[config.mk]
export PLATFORM = sky130hd
export DESIGN_NAME = pipe_stage_skid_reg
export DESIGN_NICKNAME = d
export VERILOG_FILES = /design/src/rtl/pipe_stage_skid_reg.sv
export SDC_FILE = /design/constraint.sdc
export NUM_CORES = 1
export LEC_CHECK = 0
export BUFFER_PORTS_ARGS = -buffer_cell sky130_fd_sc_hd__buf_2
export CELL_PAD_IN_SITES_DETAIL_PLACEMENT = 1
export CELL_PAD_IN_SITES_GLOBAL_PLACEMENT = 1
export CORE_UTILIZATION = 41
export DETAILED_ROUTE_END_ITERATION = 6
export PLACE_DENSITY = 0.94
export SLEW_MARGIN = 20
export SYNTH_ARGS = -nofsm -noshare
export SYNTH_HDL_FRONTEND = slang
export SYNTH_SLANG_ARGS = --single-unit
export TNS_END_PERCENT = 20
[constraint.sdc]
create_clock -name clk -period 2.6 [get_ports clk]
set_input_delay 0.26 -clock clk [delete_from_list [all_inputs] [get_ports clk]]
set_output_delay 0.26 -clock clk [all_outputs]
set_load 0.05 [all_outputs]
[src/rtl/pipe_stage_skid_reg.sv]
// ---------------------------------------------------------------------------
// pipe_stage_skid_reg
//   Reusable pipeline-stage register with a valid/ready handshake. It replaces
//   hand-written inter-stage latches (ID/EX, EX/MEM, ...). The payload is an
//   opaque DATA_W-bit bundle that the instantiating stage packs.
//
//   SKID=1 : 2-entry (main + skid) buffer. in_ready is taken straight from a
//            flop, so the upstream stall path carries no downstream logic.
//   SKID=0 : single entry. in_ready is combinational (!main_v | out_ready).
//
//   flush empties the stage (held beats are killed, as is any beat accepted
//   in the same cycle). The data registers are left untouched by flush.
//   stall_cnt counts cycles with out_valid & !out_ready. It saturates and is
//   cleared only by reset.
//
// Ports
//   clk        clock, all state updates on posedge
//   reset      synchronous, active-high; highest priority
//   in_valid   upstream presents a beat
//   in_ready   stage can accept a beat this cycle
//   in_data    upstream payload [DATA_W]
//   flush      kill all held beats
//   out_valid  stage holds a beat for downstream
//   out_ready  downstream accepts
//   out_data   payload of the oldest held beat [DATA_W]
//   occupancy  number of held beats, 0..2
//   stall_cnt  saturating stall-cycle counter [CNT_W]
// ---------------------------------------------------------------------------
module pipe_stage_skid_reg #(
   parameter int DATA_W = 256,
   parameter int SKID   = 1,
   parameter int CNT_W  = 16
) (
   input  logic              clk,
   input  logic              reset,
   input  logic              in_valid,
   output logic              in_ready,
   input  logic [DATA_W-1:0] in_data,
   input  logic              flush,
   output logic              out_valid,
   input  logic              out_ready,
   output logic [DATA_W-1:0] out_data,
   output logic [1:0]        occupancy,
   output logic [CNT_W-1:0]  stall_cnt
);

   logic              main_v;
   logic [DATA_W-1:0] main_d;
   logic              skid_v;
   logic              in_fire;
   logic              out_fire;

   // Saturating increment: the counter holds at all-ones.
   function automatic logic [CNT_W-1:0] sat_inc(input logic [CNT_W-1:0] v);
      return (&v) ? v : v + CNT_W'(1);
   endfunction

   assign in_fire   = in_valid & in_ready;
   assign out_fire  = main_v & out_ready;
   assign out_valid = main_v;
   assign out_data  = main_d;
   assign occupancy = {1'b0, main_v} + {1'b0, skid_v};

   generate
      if (SKID != 0) begin : g_skid
         logic [DATA_W-1:0] skid_d;

         // The skid entry absorbs the one beat accepted while downstream stalls,
         // which lets in_ready be a registered signal.
         assign in_ready = ~skid_v;

         always_ff @(posedge clk) begin
            if (reset) begin
               main_v <= 1'b0;
               skid_v <= 1'b0;
               main_d <= '0;
               skid_d <= '0;
            end else if (flush) begin
               main_v <= 1'b0;
               skid_v <= 1'b0;
            end else if (!main_v) begin
               if (in_fire) begin
                  main_v <= 1'b1;
                  main_d <= in_data;
               end
            end else if (!skid_v) begin
               if (out_fire) begin
                  if (in_fire) main_d <= in_data;
                  else         main_v <= 1'b0;
               end else if (in_fire) begin
                  skid_v <= 1'b1;
                  skid_d <= in_data;
               end
            end else if (out_fire) begin
               // in_ready is low here, so no new beat can arrive this cycle.
               main_d <= skid_d;
               skid_v <= 1'b0;
            end
         end
      end else begin : g_noskid
         assign skid_v   = 1'b0;
         // A full stage may still accept when the held beat leaves this cycle.
         assign in_ready = ~main_v | out_ready;

         always_ff @(posedge clk) begin
            if (reset) begin
               main_v <= 1'b0;
               main_d <= '0;
            end else if (flush) begin
               main_v <= 1'b0;
            end else if (!main_v) begin
               if (in_fire) begin
                  main_v <= 1'b1;
                  main_d <= in_data;
               end
            end else if (out_fire) begin
               if (in_fire) main_d <= in_data;
               else         main_v <= 1'b0;
            end
         end
      end
   endgenerate

   // Stall counter; flush does not affect it.
   always_ff @(posedge clk) begin
      if (reset) begin
         stall_cnt <= '0;
      end else if (main_v && !out_ready) begin
         stall_cnt <= sat_inc(stall_cnt);
      end
   end

endmodule

==> metrics.csv <==
stage,metric,value,unit
status,status,"complete, no violations",
global_routing,grt_max_degree,151,
timing,grt_setup_unrepaired,no,
cells_and_area,area_growth,37.9,%
placed_design,dpl_cell_area,22900,um^2
timing,hold_violations,0,
drt,viasPerCell,6.26,
die,die-area,49400,um^2
synthesis,ys_types,43,
global_routing,grt_use_met2,65.7,%
clocking,cts_tree,yes,
timing,drv_slew,0,
cells_and_area,drive_above_1_share,21.6,%
global_routing,grt_pass1_vias,24900,
synthesis,ys_async_sr_fraction,0,%
die,die-width,222,um
drt,drcViolationCount,0,
synthesis,synth-edff-count,0,
timing,finClkSkew,0.0219,ns
placed_design,gp_congestion,0.858,
clocking,cts_sinks,530,
cells_and_area,postLayoutCoreUtil,57.4,%
synthesis,ys_warn_count,0,
clocking,cts-resized-gates,0,
synthesis,synth_mux_area_share,0.107,%
power_and_ir_drop,vdd.ir_drop.worst,0.519,mV
drt,routedWlPerCell,26.8,um
placed_design,hpwl,46300,um
die,num_rows,80,
clocking,cts_setup_buffers,0,
worst_setup_path,crit_slowest_cell,dfxtp_1,
global_routing,grt_pass1_wl,151000,um
cells_and_area,fin_area,27400,um^2
job,max-cap-violations,0,
worst_setup_path,path_class,reg2reg,
global_routing,grtUsageMet3,9.78,%
clocking,clk_latency,0.63,ns
timing,setup_viol,0,
worst_setup_path,end_kind,flop,
drt,routed_wl,99800,um
synthesis,synth_area,19900,um^2
timing,tns,0,ns
worst_setup_path,slowest_delay,0.61,ns
global_routing,track_usage,38.7,%
power_and_ir_drop,p_leak,10.8,nW
clocking,cts_buffer_depth,3,
synthesis,synth-simple-area-share,16.2,%
global_routing,grt_overflow,0,
synthesis,synth_adder_area_share,0.189,%
timing,fin_crit_sh,98.8,%
power_and_ir_drop,powerDensity,746,nW/um^2
synthesis,synth_xor_area_share,0,%
worst_setup_path,crit_chain,nand2_4 > a211oi_4 > buf_12 > nor2_1 > a211oi_1,
worst_setup_path,cp.required,3.06,ns
timing,fmax,389,MHz
clocking,cts-root-buf,clkbuf_16,
die,die_y,222,um
global_routing,grt-busiest-layer,met2,
die,start_util,41.6,%
synthesis,synthFlopType,dfxtp_1,
clocking,cts_buffers,57,
worst_setup_path,rrSetupSlack,0.03,ns
timing,worst_slew_pin_slew,0.945,ns
clocking,postCtsHoldBufs,259,
timing,hold_ws,0.120,ns
worst_setup_path,cp.arrival,3.03,ns
timing,maxSlewHeadroom,37.0,%
synthesis,syn_inst,2396,
die,core_area,47700,um^2
drt,dr.first_iter.drc_count,2239,
synthesis,syn-num-nets,2660,
synthesis,avgSynthCellArea,8.29,um^2
global_routing,use_met1,42.4,%
min_path,hold_path.class,in2reg,
drt,dr.pass1.iters,5,
synthesis,ys_seq_elements,530,
cells_and_area,final_net_count,3312,
clocking,htreeDepth,2,
drt,drtAntennaViolNets,0,
global_routing,antenna_found_initial,22,
synthesis,synth_compound_area_share,25.2,%
placed_design,io_buffers,536,
synthesis,yosysSeqAreaShare,53.4,%
worst_setup_path,critPathMaxFanout,114,
cells_and_area,fill_cells,5583,
timing,min_period,2.57,ns
clocking,cts.clk_slew.worst_paths,0.07,ns
worst_setup_path,worstSetupStartpointType,flop,
drt,vias,23400,
die,pin_count,537,
synthesis,synth_top_family_by_area,compound AO/OA/AOI/OAI gates,
metrics by stage:
step	power (W)	setup slack [ns]	std cells
floorplan	0.0106	0.451	2396
CTS	0.0200	0.267	3710
global route	0.0209	0.0404	3729
detailed placement	0.0115	0.450	3345
finish	0.0204	0.0301	3731
global placement	0.0114	0.516	3345
power by group:
part / leakage, nW / internal (W) / switching, W
Clock: 0.927 / 0.00473 / 0.00374
Sequential: 4.32 / 0.00845 / 0.000241
Combinational: 5.51 / 0.000967 / 0.00231
Total: 10.8 / 0.0141 / 0.00630
cell usage in the layout (no fill, tap or decap), drive strengths merged, types with 4 or more instances in the layout:
cell type,count
or3,10
o22ai,256
a211oi,257
inv,7
nand2,521
dfxtp,530
nor2,262
diode,21
clkinv,17
clkbuf,82
o21ai,8
nand4,5
buf,566
a21oi,267
dlygate4sd3,259
nand3,4
critical path: cells and delay by family, from the launching register on:
| family | cells | cell delay (ns) |
|---|---|---|
| compound gates | 2 | 0.87 |
| simple gates | 2 | 0.38 |
| buf+inv | 1 | 0.45 |
| flops | 1 | 0.61 |
Yosys cell counts (4+ instances only):
cell type / number / area, um^2
dfxtp_1: 530 / 10600
nand2_1: 521 / 1960
a21oi_1: 267 / 1340
nor2_1: 262 / 983
a211oi_1: 256 / 1920
o22ai_1: 256 / 1600
clkbuf_1: 178 / 668
buf_2: 46 / 230
o21ai_0: 8 / 40.0
or3_1: 8 / 50.1
buf_1: 6 / 22.5
inv_1: 5 / 18.8
nand3_1: 4 / 20.0
nand4_1: 4 / 25.0
cell families (layout without fill, tap and decap cells):
| logic type | count (synthesis) | after routing |
|---|---|---|
| and+or+nand+nor | 823 | 823 |
| AOI/OAI and AO/OA | 801 | 801 |
| DFF | 530 | 530 |
| buffers and inverters | 237 | 936 |
| adders and majority gates | 3 | 3 |
| muxes | 2 | 2 |
| other | 0 | 21 |
sequential cells by signal, summed over array words and instances (netlist names):
name,flops
g_skid.skid_d,256
skid_v,1
stall_cnt,16
out_valid,1
out_data,256
worst paths after layout:
kind / from / endpoint / cells after the start
setup reg to reg: out_valid$_SDFF_PP0_ / out_data[150]$_SDFFE_PP0P_ / 5
setup / recovery: out_valid$_SDFF_PP0_ / out_data[150]$_SDFFE_PP0P_ / 5
hold reg to reg: g_skid.skid_d[88]$_SDFFE_PP0P_ / g_skid.skid_d[88]$_SDFFE_PP0P_ / 2
hold / removal: reset / g_skid.skid_d[33]$_SDFFE_PP0P_ / 2
area by class of cell:
type                            count  area [um^2]  area share, %
Clock buffer                       82         1650           6.03
Clock inverter                     24          219          0.799
Tap cell                          615          769           2.81
Sequential cell                   530        10600           38.7
Multi-Input combinational cell   1629         8340           30.4
Antenna cell                       21         52.6          0.192
Inverter                            5         18.8         0.0685
Timing Repair Buffer              825         5750           21.0
routing by layer:
metal,up-vias,wire length (um)
met5,-,28
met4,4,7630
met3,567,8750
met1,11400,35600
li1,9811,-
met2,1613,47800
(Power assumes the default switching activity.)
